==> config.mk <==
export PLATFORM = sky130hd
export DESIGN_NAME = spi_slave_rx
export DESIGN_NICKNAME = d
export VERILOG_FILES = /design/src/rtl/spi_slave_rx_pkg.sv /design/src/rtl/spi_slave_rx_sync_bit.sv /design/src/rtl/spi_slave_rx.sv
export SDC_FILE = /design/constraint.sdc
export NUM_CORES = 1
export LEC_CHECK = 0
export BUFFER_PORTS_ARGS = -buffer_cell sky130_fd_sc_hd__buf_2
export CAP_MARGIN = 10
export CORE_MARGIN = 2
export CORE_UTILIZATION = 50
export CTS_CLUSTER_SIZE = 24
export DETAILED_ROUTE_END_ITERATION = 6
export GPL_TIMING_DRIVEN = 0
export PLACE_DENSITY = 0.71
export SLEW_MARGIN = 20
export SYNTH_ARGS = -nofsm -noshare
export SYNTH_HDL_FRONTEND = slang
export SYNTH_SLANG_ARGS = --single-unit
==> constraint.sdc <==
create_clock -name clk -period 1.9 [get_ports clk]
set_input_delay 0.19 -clock clk [delete_from_list [all_inputs] [get_ports clk]]
set_output_delay 0.19 -clock clk [all_outputs]
set_load 0.02 [all_outputs]
==> src/rtl/spi_slave_rx_pkg.sv <==
// Shared definitions for the SPI receive slave: frame width, FSM states and
// the layout of a received PWM configuration frame.
package spi_slave_rx_pkg;

  localparam int unsigned SPI_DATA_WIDTH = 16;

  // Field positions of a configuration frame (duty in the high byte).
  localparam int unsigned DUTY_MSB = 15;
  localparam int unsigned DUTY_LSB = 8;
  localparam int unsigned FREQ_MSB = 7;
  localparam int unsigned FREQ_LSB = 0;

  typedef enum logic [1:0] {
    ST_IDLE   = 2'd0,
    ST_ACTIVE = 2'd1,
    ST_DONE   = 2'd2
  } state_t;

  // Received frame as seen by the PWM config FIFO consumer.
  typedef struct packed {
    logic [DUTY_MSB-DUTY_LSB:0] duty;
    logic [FREQ_MSB-FREQ_LSB:0] freq;
  } cfg_frame_t;

endpackage

==> src/rtl/spi_slave_rx_sync_bit.sv <==
// One-bit multi-flop synchroniser with a configurable reset level.
// Ports: clk, rst (sync, active-low), d (async input), q (synchronised output).
module spi_slave_rx_sync_bit #(
  parameter int unsigned STAGES  = 2,
  parameter logic        RST_VAL = 1'b0
) (
  input  logic clk,
  input  logic rst,
  input  logic d,
  output logic q
);

  logic [STAGES-1:0] sync_q;

  // Reset loads the pin's idle level so no false edge appears after reset.
  always_ff @(posedge clk) begin
    if (!rst) begin
      sync_q <= {STAGES{RST_VAL}};
    end else begin
      sync_q <= {sync_q[STAGES-2:0], d};
    end
  end

  assign q = sync_q[STAGES-1];

endmodule

==> src/rtl/spi_slave_rx.sv <==
// SPI mode-0 receive slave. Oversamples SCLK/CS_N/MOSI in the clk domain,
// deserialises MSB-first frames into the PWM config FIFO and returns a
// status word on MISO.
// Ports:
//   clk, rst (sync, active-low)
//   i_sclk, i_cs_n, i_mosi      SPI pins from the master (async)
//   o_miso                      serial status to the master
//   i_tx_status                 status word, captured at frame start
//   o_rx_data, o_rx_data_valid  FIFO write data / write enable
//   i_fifo_full                 FIFO full flag
//   o_overrun, o_frame_err      sticky error flags, cleared by i_clr_err
module spi_slave_rx
  import spi_slave_rx_pkg::*;
#(
  parameter int unsigned DATA_WIDTH  = SPI_DATA_WIDTH,
  parameter int unsigned SYNC_STAGES = 2
) (
  input  logic                  clk,
  input  logic                  rst,
  input  logic                  i_sclk,
  input  logic                  i_cs_n,
  input  logic                  i_mosi,
  output logic                  o_miso,
  input  logic [DATA_WIDTH-1:0] i_tx_status,
  output logic [DATA_WIDTH-1:0] o_rx_data,
  output logic                  o_rx_data_valid,
  input  logic                  i_fifo_full,
  output logic                  o_overrun,
  output logic                  o_frame_err,
  input  logic                  i_clr_err
);

  localparam int unsigned CNT_W = $clog2(DATA_WIDTH + 1);

  logic sclk_s, cs_s, mosi_s;
  logic sclk_d, cs_d;
  logic sclk_rise, sclk_fall, cs_rise, cs_fall;
  logic last_rise, frame_abort, overrun_set;

  state_t                state, state_nxt;
  logic [CNT_W-1:0]      bitcnt;
  logic [DATA_WIDTH-1:0] rx_shift;
  logic [DATA_WIDTH-1:0] tx_shift;

  spi_slave_rx_sync_bit #(.STAGES(SYNC_STAGES), .RST_VAL(1'b0)) u_sync_sclk (
    .clk (clk), .rst (rst), .d (i_sclk), .q (sclk_s)
  );

  spi_slave_rx_sync_bit #(.STAGES(SYNC_STAGES), .RST_VAL(1'b1)) u_sync_cs_n (
    .clk (clk), .rst (rst), .d (i_cs_n), .q (cs_s)
  );

  spi_slave_rx_sync_bit #(.STAGES(SYNC_STAGES), .RST_VAL(1'b0)) u_sync_mosi (
    .clk (clk), .rst (rst), .d (i_mosi), .q (mosi_s)
  );

  // Edge detection against one extra delayed copy.
  assign sclk_rise = sclk_s & ~sclk_d;
  assign sclk_fall = ~sclk_s & sclk_d;
  assign cs_rise   = cs_s & ~cs_d;
  assign cs_fall   = ~cs_s & cs_d;

  assign last_rise   = (state == ST_ACTIVE) && sclk_rise &&
                       (bitcnt == CNT_W'(DATA_WIDTH - 1));
  assign overrun_set = (state == ST_DONE) && i_fifo_full;

  // MISO is the top of the transmit shift register, so it is a flop output.
  assign o_miso = tx_shift[DATA_WIDTH-1];

  // Next-state logic; a completing frame takes priority over CS_N release.
  always_comb begin
    state_nxt   = state;
    frame_abort = 1'b0;
    case (state)
      ST_IDLE: begin
        if (cs_fall) state_nxt = ST_ACTIVE;
      end
      ST_ACTIVE: begin
        if (last_rise) begin
          state_nxt = ST_DONE;
        end else if (cs_rise) begin
          state_nxt   = ST_IDLE;
          frame_abort = (bitcnt != '0);
        end
      end
      ST_DONE: begin
        state_nxt = cs_s ? ST_IDLE : ST_ACTIVE;
      end
      default: state_nxt = ST_IDLE;
    endcase
  end

  // State register, shift datapath and registered outputs.
  always_ff @(posedge clk) begin
    if (!rst) begin
      state           <= ST_IDLE;
      sclk_d          <= 1'b0;
      cs_d            <= 1'b1;
      bitcnt          <= '0;
      rx_shift        <= '0;
      tx_shift        <= '0;
      o_rx_data       <= '0;
      o_rx_data_valid <= 1'b0;
      o_overrun       <= 1'b0;
      o_frame_err     <= 1'b0;
    end else begin
      state           <= state_nxt;
      sclk_d          <= sclk_s;
      cs_d            <= cs_s;
      o_rx_data_valid <= 1'b0;

      // A new error wins over a simultaneous clear.
      if (overrun_set)    o_overrun <= 1'b1;
      else if (i_clr_err) o_overrun <= 1'b0;

      if (frame_abort)    o_frame_err <= 1'b1;
      else if (i_clr_err) o_frame_err <= 1'b0;

      case (state)
        ST_IDLE: begin
          if (cs_fall) begin
            tx_shift <= i_tx_status;
            bitcnt   <= '0;
          end
        end
        ST_ACTIVE: begin
          if (sclk_rise) begin
            rx_shift <= {rx_shift[DATA_WIDTH-2:0], mosi_s};
            bitcnt   <= bitcnt + CNT_W'(1);
          end
          // The fall that trails a frame boundary must not consume the
          // freshly loaded MSB, so only shift once a bit has been clocked.
          if (sclk_fall && (bitcnt != '0)) begin
            tx_shift <= {tx_shift[DATA_WIDTH-2:0], 1'b0};
          end
        end
        ST_DONE: begin
          if (!i_fifo_full) begin
            o_rx_data       <= rx_shift;
            o_rx_data_valid <= 1'b1;
          end
          bitcnt   <= '0;
          tx_shift <= i_tx_status;
        end
        default: bitcnt <= '0;
      endcase
    end
  end

endmodule
Word-level counts from Yosys, hierarchy flattened
Index checks and enable logic that the tools add are counted.

storage, ports and cells
  bits in registers = 66
  output and inout port bits = 20
  logic and storage cells = 63

operators by class
  add/subtract/negate cells = 1
  equality and inequality tests = 7
  mux-type cells = 18
  bitwise logic cells = 9
  reduce and logical (&&, ||, !) cells = 15

operator list
  cell                 number
  $pmux 16 s3          1
  $mux 16              2
  $mux 5               2
  $pmux 5 s2           1
  $reduce_and 2->1     5
  $mux 1               8
  $mux 2               3
  $pmux 2 s3           1
  $add 5x1->5 const B  1
  $eq 5x4->1 const B   1
  $not 1->1            5
  $reduce_bool 5->1    1
  $and 1x1->1          4
  $logic_and 1x1->1    4
  $ne 2x2->1 const B   2
  $reduce_bool 2->1    2
  $ne 3x3->1 const B   1
  $reduce_and 3->1     1
  $reduce_bool 3->1    1
  $eq 2x1->1 const B   1
  $eq 2x2->1 const B   1
  $logic_not 2->1      1
  $ne 2x1->1 const B   1

Longest topological paths before layout
  depth in word-level cells = 7
  gate-level depth with buffers = 8
  mapped depth without buffers = 6

Hierarchy
A second synthesis with hierarchy kept.

unflattened totals
  cells, all modules = 289
  area, all modules = 2721.4 um^2

modules (own cells, without submodules)
  module                 instances  cells each  area an instance (um^2)
  spi_slave_rx           1          277         2563.7
  spi_slave_rx_sync_bit  3          4           52.6

Least setup slack after synthesis
No wires, ideal clock.

  path kind = reg-to-reg
  start point = register bitcnt[0]
  end point = register tx_shift[15]
  library setup time = 0.116 ns
  arrival = 1.491 ns
  required time = 1.784 ns
  path slack = 0.292 ns
  stages on the path, launching flop included = 9
  buffers on the path = 2
  period minus slack after synthesis = 1.608 ns
  cell sequence = dfxtp_1 > inv_1 > ha_1 > nor4b_4 > nor4_4 > or2_1 > buf_6 > buf_6 > o211a_1

between the ends
  cells in the longest elaborated chain, start to end = 4

RTL lines
  what                               RTL line             source
  start, declared                    spi_slave_rx.sv:41   logic [CNT_W-1:0] bitcnt;
  start signal, assigned             spi_slave_rx.sv:129  bitcnt <= bitcnt + CNT_W'(1);
  $reduce_bool 5->1                  spi_slave_rx.sv:133  if (sclk_fall && (bitcnt != '0)) begin
  $logic_and 1x1->1                  spi_slave_rx.sv:133
  $ne 2x1->1 (no source line)        --
  $reduce_and 3->1 (no source line)  --
  end signal, assigned               spi_slave_rx.sv:122  tx_shift <= i_tx_status;
  end signal, assigned               spi_slave_rx.sv:134  tx_shift <= {tx_shift[DATA_WIDTH-2:0], 1'b0};
  end signal, assigned               spi_slave_rx.sv:143  tx_shift <= i_tx_status;
  end, declared                      spi_slave_rx.sv:43   logic [DATA_WIDTH-1:0] tx_shift;

Every way passes these cells.
A chain may end at the register's enable or synchronous reset.

Worst setup path in the final report
  start point = register bitcnt[0]
  end point = register o_frame_err

between the ends
  cells in the longest elaborated chain, start to end = 5
  elaborated cells between the ends (all ways) = 8
  classes of those cells = eq/ne: 1; mux: 4; reduce/logical: 3

RTL lines
  what                                                    RTL line                                source
  $reduce_bool 5->1 / $eq 5x4->1 (equally long branches)  spi_slave_rx.sv:83, spi_slave_rx.sv:64
  $mux 1 / $logic_and 1x1->1 (equally long branches)      spi_slave_rx.sv:81, spi_slave_rx.sv:63
  $mux 1 *                                                spi_slave_rx.sv:79                      if (last_rise) begin
  $mux 1 *                                                spi_slave_rx.sv:74                      case (state)
  $mux 1 / $reduce_bool 2->1 (equally long branches)      --
  end signal, assigned                                    spi_slave_rx.sv:105                     o_frame_err <= 1'b0;
  end signal, assigned                                    spi_slave_rx.sv:116                     if (frame_abort) o_frame_err <= 1'b1;
  end signal, assigned                                    spi_slave_rx.sv:117                     else if (i_clr_err) o_frame_err <= 1'b0;
  end, declared                                           spi_slave_rx.sv:29                      output logic o_frame_err,

Mark *: on every way between the ends. The rest lies on a longest branch, timed or not.

==> qor.yml <==
reg2reg_from: "bitcnt[0]"
power_mw: 2.785
finalWorstSetupSlack_ns: 0.1481
ctsHoldBuffers: 0
clk_path_buf_depth: 2
status: "finished clean"
cts.sinks: 66
drt_iter0_drc: 77
fp.dieH_um: 78.15
grt_usage_pct: 18.03
maxCapViolCount: 0
placementRows: 26
critPathLaunch: "bitcnt[0]"
report.final.slew_viol_count: 0
critPathCaptureType: "flop"
post-place-cells: 401
wirelength_um: 5066
rsz0062_at_grt: "no"
io_pins: 43
die_w_um: 78.15
fin_cells: 416
syn-num-nets: 316
drive_above_1_share_pct: 20.81
grt-ovfl-total: 0
avgSynthCellArea_um2: 9.479
dp_hpwl_um: 3616
required_ns: 2.19
drtPass1Iterations: 4
period_share_pct: 92.21
drcViolationCount: 0
fin_skew_ns: 0.005973
dieArea_mm2: 0.006107
postRouteAntennaNets: 0
clk_latency_ns: 0.34
drt-vias-per-instance: 5.050
ys_types: 43
hp-start: "i_mosi"
nets: 368
whs_ns: 0.05041
cts_inserted_buffers: 9
portBuffers: 41
wl_per_cell_um: 12.18
cts_tree: "done"
fin_util_pct: 62.45
finalSetupViolCount: 0
vdd.ir_drop.worst_uv: 469.1
finalHoldViolCount: 0
slew_headroom_pct: 68.31
clkTransAtPathRegs_ns: 0.07
root_buffer: "clkbuf_8"
cts_setup_buffers: 0
netlist_area_mm2: 0.002749
grt_pass1_wl_um: 8521
cp-start-kind: "flop"
worstPathMaxFanout: 5
gp_congestion: 0.7089
vias: 2101
coreArea_mm2: 0.005205
ys_warn_count: 0
synth_cells: 290
num_antenna_cells: 0
critPathArrivalTime_ns: 2.04
ys_seq_elements: 66
power.density_mw_per_mm2: 856.7
crit_type: "reg2reg"
ys_seq_area_share_pct: 48.07
total_leakage_power_nw: 1.518
fmaxAchievable_mhz: 570.8
flow.area_growth_from_synthesis_pct: 18.25
tightest_slew_ns: 0.4728
dp_slack_ns: -0.04518
grt_start_max_net_pins: 11
grt_pass1_vias: 1907
h-tree-depth: 3
antenna_found_initial: 0
hold_class: "in2reg"
fin_crit_ns: 1.752
initial_core_util_pct: 52.81
==> worst max-delay path: stages, from the launching register on <==
cell and delay, ns:
dfxtp_1 0.34, ha_1 0.22, and3_1 0.18, ha_1 0.20
a31oi_1 0.23, nor4bb_1 0.38, o21a_1 0.15
==> metrics by stage <==
stage	cell area, um2	TNS, ns
finish	3251	0
global route	3251	0
CTS	3247	0
detailed placement	3042	-0.1625
global placement	3042	0
floorplan	2749	0
==> power breakdown <==
| part | switching, mW | leakage, nW | internal [mW] | total [mW] |
|---|---|---|---|---|
| Clock | 0.506 | 0.106 | 0.705 | 1.21 |
| Combinational | 0.0710 | 0.878 | 0.0793 | 0.150 |
| Sequential | 0.0143 | 0.535 | 1.41 | 1.42 |
==> flip-flops by register name, summed over array words and instances (netlist names) <==
register            flops
u_sync_cs_n.sync_q      2
o_overrun               1
state                   2
o_rx_data_valid         1
rx_shift               16
u_sync_sclk.sync_q      2
tx_shift               16
bitcnt                  5
u_sync_mosi.sync_q      2
o_rx_data              16
sclk_d                  1
o_frame_err             1
cs_d                    1
==> logic make-up after synthesis <==
group / count (synthesis) / share of synthesized area [%]
mux: 15 / 5.462
compound gates: 75 / 19.89
simple gates: 104 / 19.57
fa+ha+maj: 3 / 1.366
flops: 66 / 48.07
buf+inv: 25 / 5.006
xor+xnor: 2 / 0.6373
==> metal layers <==
metal / up-vias / routed length [um] / global-route usage, %
met5: - / 0 / 0
met3: 10 / 196 / 4.828
met4: 0 / 128 / 10.53
met1: 957 / 2401 / 20.86
li1: 1092 / - / -
met2: 42 / 2339 / 30.00
==> synth_stat cells, drive strengths merged <==
library cell  instances  share of area [%]
nor3                  2               0.55
nand4bb               1               0.41
o21a                  1               0.27
clkbuf               10                1.4
a31oi                 1               0.23
a22oi                 1               0.27
nor2                  6               0.82
a21oi                 4               0.73
or2                   1               0.23
o211a                15                5.5
nor4bb                1               0.36
mux2i                15                5.5
nand2b                6                1.6
a21boi               33                9.0
and3                  3               0.68
nor4                  1               0.77
o31ai                 2               0.55
o211ai                1               0.27
nor3b                 2               0.96
dfxtp                66                 48
nand3b                1               0.27
and3b                 1               0.32
ha                    3                1.4
or3                   1               0.23
inv                   5               0.68
buf                  10                3.0
nor4b                 1               0.86
nand2                66                9.0
o21ai                17                3.1
nor2b                 4               0.91
xor2                  2               0.64
nand3                 1               0.18
and2                  6                1.4
==> timing repair <==
action | in CTS | in global routing
endpoints found under the setup margin | 10 | 11
resized for setup | 1 | 1
endpoints found under the hold margin | 0 | 0
pin swaps | 0 | 1
==> final timing paths <==
path / end / slack (ns) / depth (start not counted)
min reg2reg: u_sync_cs_n.sync_q[1] / 0.43 / 1
max reg2reg: o_frame_err / 0.15 / 6
max: o_frame_err / 0.15 / 6
min: u_sync_mosi.sync_q[0] / 0.05 / 2
==> cell usage in the layout (no fill, tap or decap), types with 2 or more instances in the layout <==
| master | n |
|---|---|
| buf_2 | 45 |
| and2_1 | 6 |
| o211a_1 | 15 |
| o21ai_0 | 16 |
| inv_1 | 4 |
| a21oi_1 | 3 |
| nand2_1 | 66 |
| and3_1 | 3 |
| nor2_1 | 6 |
| clkbuf_1 | 10 |
| nand2b_1 | 5 |
| mux2i_1 | 15 |
| buf_6 | 2 |
| nor2b_1 | 4 |
| dfxtp_1 | 66 |
| buf_4 | 2 |
| a21boi_0 | 32 |
| xor2_1 | 2 |
| ha_1 | 3 |
| clkbuf_8 | 12 |
| o31ai_1 | 2 |
==> cell type report <==
cell class | instances | area [um2]
tap | 70 | 87.58
multi-input combinational | 199 | 1294
fill | 473 | 1954
inverter | 5 | 18.77
clock inverter | 2 | 35.03
clock buffer | 13 | 168.9
sequential | 66 | 1321
timing repair buffer | 41 | 205.2
buffer | 20 | 120.1
Power figures use the tool's default switching activity.
